==> config.mk <==
export PLATFORM = sky130hd
export DESIGN_NAME = uart_receiver_flat
export DESIGN_NICKNAME = d
export VERILOG_FILES = /design/src/rtl/uart_receiver_if.sv /design/src/rtl/uart_receiver.sv /design/src/flat_wrapper.sv
export SDC_FILE = /design/constraint.sdc
export NUM_CORES = 1
export LEC_CHECK = 0
export BUFFER_PORTS_ARGS = -buffer_cell sky130_fd_sc_hd__buf_2
export CORE_MARGIN = 1.5
export CORE_UTILIZATION = 61
export DETAILED_ROUTE_END_ITERATION = 8
export GPL_ROUTABILITY_DRIVEN = 0
export PLACE_DENSITY = 0.8
export SLEW_MARGIN = 30
export SYNTH_ARGS = -nofsm -noshare
export SYNTH_HDL_FRONTEND = slang
export SYNTH_SLANG_ARGS = --single-unit
==> constraint.sdc <==
create_clock -name clk_i -period 11.46 [get_ports clk_i]
set_input_delay 1.719 -clock clk_i [delete_from_list [all_inputs] [get_ports clk_i]]
set_output_delay 1.719 -clock clk_i [all_outputs]
set_load 0.05 [all_outputs]
==> src/rtl/uart_receiver_if.sv <==
// uart_receiver_if: groups the receiver's serial line, baud tick, frame
// format controls and host-side FIFO/status signals into one bundle.
// The master side drives the line and reads the FIFO; the slave side is
// the receiver itself.
interface uart_receiver_if;
  logic       ov_baud_rt_i;
  logic       rx_i;
  logic [1:0] data_width_i;
  logic [1:0] stop_bits_number_i;
  logic       rx_fifo_read_i;
  logic [7:0] data_rx_o;
  logic       rx_fifo_empty_o;
  logic       rx_fifo_full_o;
  logic       rx_done_o;
  logic       frame_error_o;
  logic       overrun_error_o;
  logic       config_req_slv_o;

  modport master (
    output ov_baud_rt_i, rx_i, data_width_i, stop_bits_number_i, rx_fifo_read_i,
    input  data_rx_o, rx_fifo_empty_o, rx_fifo_full_o, rx_done_o,
           frame_error_o, overrun_error_o, config_req_slv_o
  );

  modport slave (
    input  ov_baud_rt_i, rx_i, data_width_i, stop_bits_number_i, rx_fifo_read_i,
    output data_rx_o, rx_fifo_empty_o, rx_fifo_full_o, rx_done_o,
           frame_error_o, overrun_error_o, config_req_slv_o
  );
endinterface

==> src/rtl/uart_receiver.sv <==
// uart_receiver: 16x oversampled UART deframer feeding a first-word-fall-
// through RX FIFO, with held-low line detection as a configuration request.
// Optional feature macro: UART_RX_ERROR_FLAGS_EN enables the frame_error_o
// and overrun_error_o pulses; without it both outputs are tied low.
module uart_receiver #(
  parameter int RX_FIFO_DEPTH  = 64,
  parameter int CFG_REQ_CYCLES = 1_000_000
) (
  input logic           clk_i,
  input logic           rst_i,
  uart_receiver_if.slave bus
);

  localparam int AW = $clog2(RX_FIFO_DEPTH);
  localparam int CW = AW + 1;
  localparam int LW = $clog2(CFG_REQ_CYCLES + 1);

  typedef enum logic [2:0] {IDLE, START, DATA, STOP, BREAK} state_e;

  logic [1:0]    sync_q;
  logic          rxs;
  logic          tick;
  logic [LW-1:0] lowCnt_q, lowCnt_d;
  logic          cfgHit;
  state_e        state_q, state_d;
  logic [3:0]    baudCnt_q, baudCnt_d;
  logic [2:0]    bitCnt_q, bitCnt_d;
  logic          stopCnt_q, stopCnt_d;
  logic [7:0]    shift_q, shift_d;
  logic          frameDone;
  logic [2:0]    lastBit;
  logic          twoStop;
  logic [7:0]    rxWord;
  logic [7:0]    mem_q [RX_FIFO_DEPTH];
  logic [AW-1:0] wrPtr_q, wrPtr_d, rdPtr_q, rdPtr_d;
  logic [CW-1:0] count_q, count_d;
  logic          wrEn, rdEn;
  logic [7:0]    dataOut_q, dataOut_d;
  logic          empty_q, full_q;
  logic          rxDone_q, cfgReq_q;

  assign rxs     = sync_q[1];
  assign tick    = bus.ov_baud_rt_i;
  assign lastBit = {1'b0, bus.data_width_i} + 3'd4;
  assign twoStop = (bus.stop_bits_number_i == 2'b01);
  assign rxWord  = shift_q >> (2'd3 - bus.data_width_i);

  // Two-flop synchronizer for the asynchronous line, idling high.
  always_ff @(posedge clk_i) begin
    if (rst_i) sync_q <= 2'b11;
    else       sync_q <= {sync_q[0], bus.rx_i};
  end

  // Count consecutive low cycles; flag the single cycle the threshold is reached.
  always_comb begin
    lowCnt_d = lowCnt_q;
    cfgHit   = 1'b0;
    if (rxs) begin
      lowCnt_d = '0;
    end else if (lowCnt_q != LW'(CFG_REQ_CYCLES)) begin
      lowCnt_d = lowCnt_q + LW'(1);
      cfgHit   = (lowCnt_q == LW'(CFG_REQ_CYCLES - 1));
    end
  end

  // Low-time counter register.
  always_ff @(posedge clk_i) begin
    if (rst_i) lowCnt_q <= '0;
    else       lowCnt_q <= lowCnt_d;
  end

  // Deframing FSM next state: start validation, data shifting, stop sampling.
  always_comb begin
    state_d   = state_q;
    baudCnt_d = baudCnt_q;
    bitCnt_d  = bitCnt_q;
    stopCnt_d = stopCnt_q;
    shift_d   = shift_q;
    frameDone = 1'b0;
    case (state_q)
      IDLE: begin
        if (!rxs) begin
          state_d   = START;
          baudCnt_d = '0;
        end
      end
      START: begin
        if (tick) begin
          if (baudCnt_q == 4'd7) begin
            baudCnt_d = '0;
            if (!rxs) begin
              state_d  = DATA;
              bitCnt_d = '0;
            end else begin
              state_d = IDLE;
            end
          end else begin
            baudCnt_d = baudCnt_q + 4'd1;
          end
        end
      end
      DATA: begin
        if (tick) begin
          if (baudCnt_q == 4'd15) begin
            shift_d   = {rxs, shift_q[7:1]};
            baudCnt_d = '0;
            if (bitCnt_q == lastBit) begin
              state_d   = STOP;
              bitCnt_d  = '0;
              stopCnt_d = 1'b0;
            end else begin
              bitCnt_d = bitCnt_q + 3'd1;
            end
          end else begin
            baudCnt_d = baudCnt_q + 4'd1;
          end
        end
      end
      STOP: begin
        if (tick) begin
          if (baudCnt_q == 4'd15) begin
            baudCnt_d = '0;
            if (twoStop && !stopCnt_q) begin
              stopCnt_d = 1'b1;
            end else begin
              frameDone = 1'b1;
              state_d   = IDLE;
            end
          end else begin
            baudCnt_d = baudCnt_q + 4'd1;
          end
        end
      end
      BREAK: begin
        if (rxs) state_d = IDLE;
      end
      default: state_d = IDLE;
    endcase
    if (cfgHit) begin
      state_d   = BREAK;
      frameDone = 1'b0;
    end
  end

  // FSM and deframing registers.
  always_ff @(posedge clk_i) begin
    if (rst_i) begin
      state_q   <= IDLE;
      baudCnt_q <= '0;
      bitCnt_q  <= '0;
      stopCnt_q <= 1'b0;
      shift_q   <= '0;
    end else begin
      state_q   <= state_d;
      baudCnt_q <= baudCnt_d;
      bitCnt_q  <= bitCnt_d;
      stopCnt_q <= stopCnt_d;
      shift_q   <= shift_d;
    end
  end

  assign wrEn = frameDone && !full_q;
  assign rdEn = bus.rx_fifo_read_i && (count_q != '0);

  // FIFO pointer/count update and the next first-word-fall-through head.
  always_comb begin
    wrPtr_d = wrEn ? wrPtr_q + AW'(1) : wrPtr_q;
    rdPtr_d = rdEn ? rdPtr_q + AW'(1) : rdPtr_q;
    case ({wrEn, rdEn})
      2'b10:   count_d = count_q + CW'(1);
      2'b01:   count_d = count_q - CW'(1);
      default: count_d = count_q;
    endcase
    if (count_d == '0)                       dataOut_d = '0;
    else if (wrEn && (rdPtr_d == wrPtr_q))   dataOut_d = rxWord;
    else                                     dataOut_d = mem_q[rdPtr_d];
  end

  // FIFO storage; contents need no reset since the pointers define validity.
  always_ff @(posedge clk_i) begin
    if (wrEn) mem_q[wrPtr_q] <= rxWord;
  end

  // FIFO control and registered host-side outputs.
  always_ff @(posedge clk_i) begin
    if (rst_i) begin
      wrPtr_q   <= '0;
      rdPtr_q   <= '0;
      count_q   <= '0;
      dataOut_q <= '0;
      empty_q   <= 1'b1;
      full_q    <= 1'b0;
      rxDone_q  <= 1'b0;
      cfgReq_q  <= 1'b0;
    end else begin
      wrPtr_q   <= wrPtr_d;
      rdPtr_q   <= rdPtr_d;
      count_q   <= count_d;
      dataOut_q <= dataOut_d;
      empty_q   <= (count_d == '0);
      full_q    <= (count_d == CW'(RX_FIFO_DEPTH));
      rxDone_q  <= frameDone;
      cfgReq_q  <= cfgHit;
    end
  end

  assign bus.data_rx_o        = dataOut_q;
  assign bus.rx_fifo_empty_o  = empty_q;
  assign bus.rx_fifo_full_o   = full_q;
  assign bus.rx_done_o        = rxDone_q;
  assign bus.config_req_slv_o = cfgReq_q;

`ifdef UART_RX_ERROR_FLAGS_EN
  logic stopErr_q;
  logic frameErr_q, overrun_q;

  // Remember a low first stop bit so a two-stop frame reports it at completion.
  always_ff @(posedge clk_i) begin
    if (rst_i || state_q != STOP)
      stopErr_q <= 1'b0;
    else if (tick && baudCnt_q == 4'd15 && !rxs)
      stopErr_q <= 1'b1;
  end

  // Error pulses aligned with the rx_done_o pulse.
  always_ff @(posedge clk_i) begin
    if (rst_i) begin
      frameErr_q <= 1'b0;
      overrun_q  <= 1'b0;
    end else begin
      frameErr_q <= frameDone && (stopErr_q || !rxs);
      overrun_q  <= frameDone && full_q;
    end
  end

  assign bus.frame_error_o   = frameErr_q;
  assign bus.overrun_error_o = overrun_q;
`else
  assign bus.frame_error_o   = 1'b0;
  assign bus.overrun_error_o = 1'b0;
`endif

endmodule

==> src/flat_wrapper.sv <==
// flat-port wrapper written by rule: the top's interface ports become plain ports
module uart_receiver_flat 
#(
  parameter int RX_FIFO_DEPTH  = 64,
  parameter int CFG_REQ_CYCLES = 1_000_000
)
  (clk_i, rst_i, bus_ov_baud_rt_i, bus_rx_i, bus_data_width_i, bus_stop_bits_number_i, bus_rx_fifo_read_i, bus_data_rx_o, bus_rx_fifo_empty_o, bus_rx_fifo_full_o, bus_rx_done_o, bus_frame_error_o, bus_overrun_error_o, bus_config_req_slv_o);
  uart_receiver_if bus_i ();
  input logic clk_i;
  input logic rst_i;
  input wire logic [$bits(bus_i.ov_baud_rt_i)-1:0] bus_ov_baud_rt_i;
  input wire logic [$bits(bus_i.rx_i)-1:0] bus_rx_i;
  input wire logic [$bits(bus_i.data_width_i)-1:0] bus_data_width_i;
  input wire logic [$bits(bus_i.stop_bits_number_i)-1:0] bus_stop_bits_number_i;
  input wire logic [$bits(bus_i.rx_fifo_read_i)-1:0] bus_rx_fifo_read_i;
  output wire logic [$bits(bus_i.data_rx_o)-1:0] bus_data_rx_o;
  output wire logic [$bits(bus_i.rx_fifo_empty_o)-1:0] bus_rx_fifo_empty_o;
  output wire logic [$bits(bus_i.rx_fifo_full_o)-1:0] bus_rx_fifo_full_o;
  output wire logic [$bits(bus_i.rx_done_o)-1:0] bus_rx_done_o;
  output wire logic [$bits(bus_i.frame_error_o)-1:0] bus_frame_error_o;
  output wire logic [$bits(bus_i.overrun_error_o)-1:0] bus_overrun_error_o;
  output wire logic [$bits(bus_i.config_req_slv_o)-1:0] bus_config_req_slv_o;
  assign bus_i.ov_baud_rt_i = bus_ov_baud_rt_i;
  assign bus_i.rx_i = bus_rx_i;
  assign bus_i.data_width_i = bus_data_width_i;
  assign bus_i.stop_bits_number_i = bus_stop_bits_number_i;
  assign bus_i.rx_fifo_read_i = bus_rx_fifo_read_i;
  assign bus_data_rx_o = bus_i.data_rx_o;
  assign bus_rx_fifo_empty_o = bus_i.rx_fifo_empty_o;
  assign bus_rx_fifo_full_o = bus_i.rx_fifo_full_o;
  assign bus_rx_done_o = bus_i.rx_done_o;
  assign bus_frame_error_o = bus_i.frame_error_o;
  assign bus_overrun_error_o = bus_i.overrun_error_o;
  assign bus_config_req_slv_o = bus_i.config_req_slv_o;
  uart_receiver #(.RX_FIFO_DEPTH(RX_FIFO_DEPTH), .CFG_REQ_CYCLES(CFG_REQ_CYCLES)) u_core (.clk_i(clk_i), .rst_i(rst_i), .bus(bus_i));
endmodule
Yosys cells after proc, flatten, opt, wreduce, memory -nomap -nowiden
Memory sizes are Yosys's and may differ from the RTL's. A register that Yosys moved wholly into a read port is not among the register bits.
Cells that the tools add are included.
- add/subtract/negate cells: 9
- multiply operators: 0
- div/mod/pow operators: 0
- $lt $le $gt $ge: 0
- equal/unequal tests: 36
- shifts and indexed selects: 1
- muxes and demuxes: 44
- bitwise logic cells: 0
- reduce and logical (&&, ||, !) cells: 21
- operators with widths (operator ; number):
    3-bit 2-to-1 mux ; 17
    20-bit by 1-bit adder with 20-bit output (second input constant) ; 1
    20-bit equality test (second input constant) ; 1
    4-bit 2-to-1 mux ; 5
    20-bit != test (second input constant) ; 1
    10-bit AND reduction ; 2
    1-bit 2-to-1 mux ; 15
    3-bit by 1-bit != test with 1-bit output (second input constant) ; 5
    3-bit case mux with 5 select lines ; 1
    2-bit by 1-bit != test with 1-bit output (second input constant) ; 7
    7-bit case mux with 2 select lines ; 1
    6-bit by 1-bit adder with 6-bit output (second input constant) ; 2
    2-bit != test (second input constant) ; 6
    3-bit by 2-bit != test with 1-bit output (second input constant) ; 4
    4-bit case mux with 3 select lines ; 1
    2-bit OR reduction ; 4
    8-bit by 2-bit >> shifter with 8-bit output ; 1
    7-bit by 1-bit adder with 7-bit output (second input constant) ; 1
    7-bit equality test (second input constant) ; 1
    7-bit logical NOT ; 1
    7-bit AND reduction ; 1
    7-bit nonzero test ; 1
    7-bit by 1-bit subtractor with 7-bit output (second input constant) ; 1
    3-bit by 2-bit equality test with 1-bit output (second input constant) ; 2
    other kinds (24) ; 29
- flip-flop bits (word level): 64
- bits in latches: 0
- bits in writable memories: 512
- bits in read-only memories: 0
- input bits: 9
- output and inout port bits: 14
- logic and storage cells: 127
- memories kept: 1
- memories (memory ; words ; width ; rd ports ; clocked after Yosys merged registers in ; write ports ; RTL line ; source):
    u_core.mem_q ; 64 ; 8 ; 1 ; 1 ; 1 ; uart_receiver.sv:34 ; logic [7:0] mem_q [RX_FIFO_DEPTH];

Longest topological paths before layout
Gate-level depths: netlist (run 1).
- depth after elaboration: 12
- depth in mapped cells: 20
- depth with buffers taken out: 18

Worst setup path before layout (run 1)
Ideal clock, no wire load.
- kind: input port to flip-flop
- start point: input bus_ov_baud_rt_i
- end point: register u_core.dataOut_q[5], in the netlist u_core.bus.data_rx_o[5], read port of u_core.mem_q
- setup time: 0.116 ns
- data arrival time: 5.373 ns
- data required time: 11.344 ns
- path slack: 5.971 ns
- stages on the path: 19
- buffers on the path: 2
- cells stage by stage: nand4_1 -> nor2_1 -> o311ai_0 -> nor3_1 -> inv_1 -> ha_1 -> buf_1 -> xor2_1 -> ha_1 -> a21o_1 -> a22oi_1 -> nor2_1 -> o311ai_0 -> and2_1 -> a41o_1 -> nand2b_1 -> clkbuf_1 -> nor2b_1 -> a31o_2
- longest elaborated chain between the ends: 8
- elaborated cells on any way between the ends: 9
- classes of those cells: 2 x eq/ne; 4 x mux; 3 x reduce/logical
- ends and longest elaborated chain (what ; RTL line ; source):
    start, declared ; flat_wrapper.sv:11 ; input wire logic [$bits(bus_i.ov_baud_rt_i)-1:0] bus_ov_baud_rt_i;
    1-bit 2-to-1 mux * ; uart_receiver.sv:120 ; if (tick) begin
    1-bit 2-to-1 mux * ; uart_receiver.sv:80 ; case (state_q)
    1-bit 2-to-1 mux * ; uart_receiver.sv:139 ; if (cfgHit) begin
    1-bit logical AND * ; uart_receiver.sv:162 ; assign wrEn = frameDone && !full_q;
    2-bit by 1-bit equality test with 1-bit output or 2-bit equality test (tied branches) ; uart_receiver.sv:169 ; case ({wrEn, rdEn})
    7-bit case mux with 2 select lines * ; uart_receiver.sv:169 ;
    7-bit logical NOT * ; uart_receiver.sv:174 ; if (count_d == '0) dataOut_d = '0;
    2-bit OR reduction (no source line) * ; -- ;
    end, declared ; uart_receiver.sv:38 ; logic [7:0] dataOut_q, dataOut_d;
Every way passes the cells marked *; elsewhere a longest branch is shown, timed or not.
A chain may end at the register's enable or synchronous reset.

Worst setup path after layout (run 1)
- start point: input bus_ov_baud_rt_i
- end point: register u_core.dataOut_q[7], in the netlist u_core.bus.data_rx_o[7], read port of u_core.mem_q
The elaborated chain is that of the path after synthesis.

==> results of run 1 <==
-- where the power goes --
group          leakage [µW]  switching [µW]  internal [µW]
Combinational       0.00297            31.9           7.50
Sequential          0.00441            1.88           2300
Clock              0.000883             777           1070
Total               0.00826             811           3370
-- synth_stat cells, drive strengths merged, types with 3 or more instances --
cell type	number	area [µm²]
nor4b	3	26.3
nor2b	17	106
nand3b	7	52.6
nor3	11	55.1
or3	7	43.8
o22ai	16	100
buf	57	374
xor2	21	184
a311oi	37	324
edfxtp	512	15400
or2	9	56.3
clkbuf	76	285
dfxtp	72	1440
a211oi	58	435
o311ai	7	61.3
or4	4	30.0
mux2i	74	741
o21ai	35	186
mux4	30	702
and3	47	294
ha	9	113
nand3	144	726
a31o	6	52.6
o32ai	4	35.0
nand2	319	1200
o221ai	8	70.1
a32oi	11	96.3
nand4	10	62.6
a21oi	32	160
xnor2	21	203
nor4	4	25.0
a31oi	32	200
and2	7	43.8
or3b	3	26.3
a22oi	12	90.1
nor2	156	586
nand2b	8	50.1
inv	21	81.3
o211ai	5	42.5
mux2	4	45.0
-- kinds of logic (layout without fill, tap and decap cells) --
logic type | after synthesis | in the layout
and+or+nand+nor | 760 | 760
DFF | 584 | 584
AOI/OAI and AO/OA | 277 | 277
buffers and inverters | 154 | 167
muxes | 108 | 108
xor gates and xnor gates | 42 | 42
adders and majority gates | 9 | 9
other | 1 | 2
-- sequential cells by signal (all words and copies together) (netlist names) --
| signal | cells |
|---|---|
| u_core.sync_q | 2 |
| u_core.bus.data_rx_o | 8 |
| u_core.bus.rx_fifo_empty_o | 1 |
| u_core.baudCnt_q | 4 |
| u_core.lowCnt_q | 20 |
| u_core.bitCnt_q | 3 |
| u_core.shift_q | 8 |
| u_core.stopCnt_q | 1 |
| u_core.state_q | 3 |
| u_core.bus.rx_fifo_full_o | 1 |
| u_core.count_q | 7 |
| u_core.wrPtr_q | 6 |
| u_core.bus.rx_done_o | 1 |
| u_core.bus.config_req_slv_o | 1 |
| u_core.rdPtr_q | 6 |
| u_core.mem_q | 512 |
-- cell type report --
type | count | area [µm²]
Clock buffer | 66 | 1460
Clock inverter | 35 | 362
Fill cell | 2640 | 12800
Inverter | 21 | 81.3
Multi-Input combinational cell | 1198 | 7510
Sequential cell | 584 | 16800
Tap cell | 525 | 657
Timing Repair Buffer | 45 | 295
-- layout by cell type (no fill, tap or decap), types with 19 or more instances in the layout --
| cell type | netlist | routed |
|---|---|---|
| a211oi_1 | 58 | 58 |
| a21oi_1 | 32 | 30 |
| a311oi_1 | 37 | 37 |
| a31oi_1 | 32 | 32 |
| and3_1 | 47 | 47 |
| buf_2 | 21 | 20 |
| buf_4 | 14 | 23 |
| clkbuf_16 | 0 | 57 |
| dfxtp_1 | 72 | 71 |
| edfxtp_1 | 512 | 512 |
| mux2i_1 | 74 | 74 |
| mux4_2 | 23 | 23 |
| nand2_1 | 319 | 318 |
| nand3_1 | 143 | 143 |
| nor2_1 | 156 | 153 |
| o21ai_0 | 34 | 33 |
| xor2_1 | 21 | 19 |
-- final timing paths --
path                          start  cells after the start  slack, ps                 endpoint
setup reg to reg  u_core.count_q[1]                     15       6320  u_core.bus.data_rx_o[7]
hold / removal     u_core.sync_q[0]                      1        420         u_core.sync_q[1]
hold reg to reg    u_core.sync_q[0]                      1        420         u_core.sync_q[1]
setup / recovery   bus_ov_baud_rt_i                     18       5810  u_core.bus.data_rx_o[7]
-- layer usage --
metal	track usage, %	wire, µm	part of all wire [%]	vias to the layer above
li1	-	-	-	7214
met1	37.6	22500	38	7971
met2	46.0	28500	48	910
met3	7.68	6120	10	170
met4	11.1	2110	3.6	2
met5	0	13	0.022	-
-- metrics by stage --
| stage | utilization [%] | total power, µW | setup slack (ps) |
|---|---|---|---|
| 5_1_grt | 67.9 | 4280 | 5430 |
| 3_3_place_gp | 63.3 | 2380 | 5600 |
| 3_5_place_dp | 63.3 | 2390 | 5330 |
| 4_1_cts | 67.9 | 4190 | 5890 |
| 2_1_floorplan | - | 2370 | 5970 |
| 6_report | 67.9 | 4180 | 5810 |
==> results.json, run 1 <==
{
  "area_delta_synth_final_pct": 9.00,
  "yosys.cell_types.count": 68,
  "tritoncts.num_buffers": 56,
  "via_count_of_the_first_global_routing_pass": 15900,
  "critPathArrivalTime_ps": 6160,
  "cts_hold_repair.buffers": 0,
  "timing.final.hold_violations": 0,
  "cts_tree": "built",
  "firstDrtPassIters": 8,
  "worst_path_dominant_cell_family": "simple AND/OR/NAND/NOR gates",
  "clock-root-buffer": "clkbuf_16",
  "clock-sinks": 584,
  "die-width_um": 205,
  "grt_start_max_net_pins": 89,
  "layout.nets": 1924,
  "synthArstFlopShare_pct": 0,
  "start_util_pct": 62.3,
  "setup.worst_path.start_class": "primary input",
  "place_inst": 2373,
  "ir_worst_vdd_mv": 0.127,
  "drtAntennaViolNets": 0,
  "routed_wire_length_per_instance_um": 24.0,
  "final.setup.tns_ps": 0,
  "clk_transition_reported_paths_ps": 60,
  "route.detailed.drc": 0,
  "syn-instance-count": 1935,
  "synth_top_family_by_area": "simple AND/OR/NAND/NOR gates",
  "dpl.hpwl_um": 34900,
  "timing.critical_path.slowest_cell_delay_ps": 560,
  "synth_sequential_area_ratio_pct": 67.4,
  "most_used_dff_post_synth": "edfxtp_1",
  "maxCapViolCount": 0,
  "wirelength_um": 59300,
  "grt_pass1_wl_um": 90400,
  "synth_simple_gate_area_share_pct": 13.7,
  "synth-edff-count": 512,
  "worstHoldPathType": "reg2reg",
  "dieArea_um2": 42100,
  "design_area_um2": 27200,
  "routed_via_density": 6.58,
  "achievable-frequency_ghz": 0.177,
  "skew_ps": 16.5,
  "final-setup-viol-count": 0,
  "synth_fa_ha_area_share_pct": 0.452,
  "worstSkewPairLatency_ps": 620,
  "yosys.area_share.xor_xnor_pct": 1.55,
  "netlist_area_um2": 24900,
  "cts_resized": 0,
  "post_route_cells_drive_above_1_share_pct": 9.85,
  "num_antenna_cells": 0,
  "synth_compound_area_share_pct": 7.92,
  "grt_overflow_total": 0,
  "total_leakage_power_uw": 0.00826,
  "critical_path_class": "in2reg",
  "crit_required_ps": 11970,
  "ys_seq_elements": 584,
  "route.vias.total": 16300,
  "grt_setup_unrepaired": "false",
  "slowest_stage": "nor3_1",
  "timing.critical_path.to_type": "register",
  "synth.mux.area_fraction_pct": 5.96,
  "top_level_ports": 23,
  "crit_buf_inv": 2,
  "cts-root-to-sink-buffers": 3,
  "place_area_um2": 25300,
  "avgSynthCellArea_um2": 12.9,
  "core-area_um2": 40000,
  "io_buffer_count": 20,
  "hold_ws_ps": 419,
  "yosys_warnings": 0,
  "cts.htree.levels": 2,
  "worst_slew_pin_slew_ps": 1010,
  "finalMaxSlewViolations": 0,
  "gr-usage-all-layers_pct": 28.7,
  "outcome": "finished, final reports clean",
  "fp-row-count": 73,
  "postCtsSetupRepairBufs": 0,
  "initial_antenna_violation_count": 1,
  "detailed_route_iter0_violations": 2130,
  "slew-limit-headroom_pct": 32.3,
  "final.period_utilization_pct": 49.3,
  "crit_path_max_fanout": 13,
  "instances_no_fill": 2474,
  "powerDensity_nw_per_um2": 154,
  "die_h_um": 205,
  "crit_path_cell_trace": "buf_2 -> nand4_1 -> nor2_1 -> o311ai_0 -> nor3_1 -> inv_1 -> ha_1 -> xor2_1 -> ha_1 -> a21o_1 -> a22oi_1 -> or3b_2 -> o311ai_0 -> and2_1 -> a41o_1 -> nor2_1 -> nand2_1 -> o32ai_1",
  "final.min_clock_period_ps": 5650
}
Power figures use the tool's default switching activity.
==> run 2: changes to the inputs <==
--- a/config.mk
+++ b/config.mk
@@ -5,12 +5,13 @@
 export SDC_FILE = /design/constraint.sdc
 export NUM_CORES = 1
 export LEC_CHECK = 0
+export ABC_AREA = 1
 export BUFFER_PORTS_ARGS = -buffer_cell sky130_fd_sc_hd__buf_2
 export CORE_MARGIN = 1.5
-export CORE_UTILIZATION = 61
+export CORE_UTILIZATION = 57
 export DETAILED_ROUTE_END_ITERATION = 8
 export GPL_ROUTABILITY_DRIVEN = 0
-export PLACE_DENSITY = 0.8
+export PLACE_DENSITY = 0.79
 export SLEW_MARGIN = 30
 export SYNTH_ARGS = -nofsm -noshare
 export SYNTH_HDL_FRONTEND = slang
==> constraint.sdc (replaced) <==
create_clock -name clk_i -period 4.7 [get_ports clk_i]
set_input_delay 0.705 -clock clk_i [delete_from_list [all_inputs] [get_ports clk_i]]
set_output_delay 0.705 -clock clk_i [all_outputs]
set_load 0.05 [all_outputs]
==> run 2 against run 1 <==
Effect of this change: first-iteration DRC count up 15%; hold slack worse by 140 ps; cell area increased by 5.9%; synthesized cell count increased by 42%; sequential power grew to 2.5 times the previous value; global-route usage down 1.7 points; die area is 13% higher; power rose to 4.2 times the previous value; clock power grew 140%; critical path depth grew 6; sequential share of layout area shrank 3.5 points; area after synthesis is 5.4% higher.
==> results.json, run 2 <==
{
  "fraction_of_synthesized_cell_area_taken_by_the_top_area_cell_type_pct": 58.5,
  "worstSkewPairLatency_ps": 610,
  "finalMaxSlewViolations": 0,
  "achievable-frequency_ghz": 0.255,
  "slew-limit-headroom_pct": 37.5,
  "tritoncts.num_buffers": 55,
  "netlist_area_um2": 26300,
  "die_h_um": 218,
  "clk_transition_reported_paths_ps": 60,
  "route.vias.total": 19100,
  "io_buffer_count": 20,
  "cts_hold_repair.buffers": 0,
  "detailed_route_iter0_violations": 2459,
  "slowest_stage": "ha_1",
  "start_util_pct": 57.8,
  "grt_start_max_net_pins": 138,
  "timing.critical_path.to_type": "register",
  "crit_path_max_fanout": 9,
  "reg2reg_to": "u_core.bus.data_rx_o[1]",
  "r2r.worst_path.cells": 24,
  "biggestRegsByFlops": "u_core.mem_q x512, u_core.lowCnt_q x20",
  "worstHoldPathType": "in2reg",
  "clock-root-buffer": "clkbuf_16",
  "drtAntennaViolNets": 0,
  "num_antenna_cells": 0,
  "timing.final.hold_violations": 0,
  "final.min_clock_period_ps": 3920,
  "grt_setup_unrepaired": "false",
  "post_route_cells_drive_above_1_share_pct": 6.01,
  "top_register": "u_core.mem_q",
  "regToRegStartpoint": "u_core.baudCnt_q[0]",
  "routed_via_density": 5.66,
  "outcome": "finished, final reports clean",
  "routed_wire_length_per_instance_um": 18.8,
  "wirelength_um": 63500,
  "worst_slew_pin_slew_ps": 935,
  "powerDensity_nw_per_um2": 615,
  "synthTopCellsByArea": "edfxtp_1, nand3_1, nand2_1",
  "layout.nets": 2751,
  "maxCapViolCount": 0,
  "holdPathEnd": "u_core.sync_q[0]",
  "dpl.hpwl_um": 38700,
  "timing.critical_path.slowest_cell_delay_ps": 420,
  "yosysTopAreaCell": "edfxtp_1",
  "reg2reg_setup_slack_ps": 780,
  "fp-row-count": 78,
  "yosys.cell_types.count": 40,
  "yosys_warnings": 0,
  "top_level_ports": 23,
  "firstDrtPassIters": 6,
  "final-setup-viol-count": 0,
  "cts-root-to-sink-buffers": 3,
  "yosysMostFrequentCell": "nand2_1",
  "most_used_dff_post_synth": "edfxtp_1",
  "postCtsSetupRepairBufs": 0,
  "cts.htree.levels": 2,
  "die-width_um": 218,
  "n_fill_cell": 3475,
  "setup.worst_path.start_class": "register",
  "total_leakage_power_uw": 0.0122,
  "synth-edff-count": 512,
  "final.period_utilization_pct": 83.4,
  "layout.cells.most_common": "nand2_1",
  "area_delta_synth_final_pct": 9.51,
  "synth_sequential_area_ratio_pct": 64.0,
  "avgSynthCellArea_um2": 9.59,
  "holdCritStartpoint": "bus_rx_i",
  "design_power_total_uw": 17700,
  "crit_path_cell_trace": "ha_1 -> nand2_1 -> nor2_1 -> inv_1 -> nor2_1 -> nand3_1 -> nor2_1 -> nand2_1 -> ha_1 -> xnor2_1 -> inv_1 -> ha_1 -> inv_1 -> nand2_1 -> xor2_1 -> o21ai_0 -> inv_1 -> nand3_1 -> nor2_1 -> nand3_1 -> nand2_1 -> nor2_1 -> nand2_1 -> inv_1",
  "clock-sinks": 584,
  "critical_path_class": "reg2reg",
  "gr-usage-all-layers_pct": 27.0,
  "core-area_um2": 45500,
  "ir_worst_vdd_mv": 0.729,
  "critPathArrivalTime_ps": 4430,
  "post_synth_most_frequent_cells": "nand2_1, nand3_1, edfxtp_1",
  "largest_reg_flops": 512,
  "final.setup.tns_ps": 0,
  "cts_tree": "built",
  "crit_required_ps": 5210,
  "hold_path_depth": 2,
  "grt_pass1_wl_um": 98400,
  "route.detailed.drc": 0,
  "layout.cells.most_common_list": "nand2_1, nand3_1, edfxtp_1",
  "grt_overflow_total": 0,
  "via_count_of_the_first_global_routing_pass": 18200,
  "cts_resized": 0,
  "ys_seq_elements": 584,
  "synthArstFlopShare_pct": 0,
  "initial_antenna_violation_count": 2,
  "dieArea_um2": 47400,
  "syn-instance-count": 2742,
  "skew_ps": 27.7
}
==> run 2: cell types whose count changed in the layout (fill, tap and decap cells not counted), sizes merged, moves of 37 or more <==
cell and delta:
a311oi -37, mux2i -69, nand3 +399, a211oi -55
and3 -45, nand2 +338, inv +483
==> run 2: worst max-delay path by stage <==
stage / start / end / slack, ps / cells past startpoint
floorplan: bus_data_width_i[1] / u_core.mem_q[0][5] / 270 / 3
global placement: u_core.lowCnt_q[0] / u_core.bus.data_rx_o[4] / 1080 / 23
detailed placement: u_core.lowCnt_q[0] / u_core.bus.data_rx_o[4] / 890 / 22
CTS: u_core.lowCnt_q[0] / u_core.bus.data_rx_o[1] / 860 / 23
global route: u_core.baudCnt_q[0] / u_core.bus.data_rx_o[3] / 380 / 24
finish: u_core.baudCnt_q[0] / u_core.bus.data_rx_o[1] / 780 / 24
==> run 2: logic make-up (layout without fill, tap and decap cells) <==
kind of cell / Yosys count / after routing / synth area share (%)
multiplexers: 5 / 5 / 0.190
AND/OR/NAND/NOR: 1392 / 1392 / 22.8
flip-flops: 584 / 584 / 64.0
AO/OA/AOI/OAI: 98 / 98 / 2.05
XOR/XNOR: 22 / 22 / 0.733
other: 1 / 2 / 0.0143
adder cells (fa/ha/maj): 9 / 9 / 0.428
buffers and inverters: 631 / 666 / 9.78
==> run 2: area by class of cell <==
type | instances | area, µm² | share of cell area (%)
sequential | 584 | 16800 | 58.4
multi-input combinational | 1528 | 7040 | 24.5
inverter | 506 | 1900 | 6.60
tap | 600 | 751 | 2.61
clock buffer | 68 | 1470 | 5.09
timing repair buffer | 58 | 475 | 1.65
clock inverter | 34 | 343 | 1.19
==> run 2: worst max-delay path: cells and delay by family, from the launching register on <==
kind                     cells  cell delay [ps]
XOR/XNOR                     2              390
adder cells (fa/ha/maj)      3              790
AND/OR/NAND/NOR             13             1820
flip-flops                   1              380
AO/OA/AOI/OAI                1               80
buffers and inverters        5              350
==> run 2: routing by layer <==
| metal | vias to the layer above | GRT usage [%] | routed length (µm) |
|---|---|---|---|
| met1 | 8904 | 34.8 | 23800 |
| met3 | 212 | 5.41 | 6670 |
| met4 | 4 | 11.7 | 2750 |
| li1 | 8886 | - | - |
| met5 | - | 0 | 20 |
| met2 | 1107 | 44.5 | 30300 |
==> run 2: where the power goes <==
| part | total (µW) | internal [µW] | switching (µW) |
|---|---|---|---|
| Sequential | 5810 | 5710 | 98.5 |
| Combinational | 7400 | 2110 | 5290 |
| Clock | 4490 | 2590 | 1900 |
| Total | 17700 | 10400 | 7290 |
==> run 2: through the flow <==
step | cell area (µm²) | std cells | hold WS [ps] | utilization [%] | setup WS (ps)
after floorplan | 26300 | 2743 | 389 | - | 273
after global placement | 26900 | 3274 | 459 | 59.2 | 1080
after detailed placement | 27000 | 3276 | 460 | 59.3 | 886
after CTS | 28800 | 3378 | 261 | 63.3 | 865
after global routing | 28800 | 3378 | 277 | 63.3 | 378
final | 28800 | 3378 | 282 | 63.3 | 780
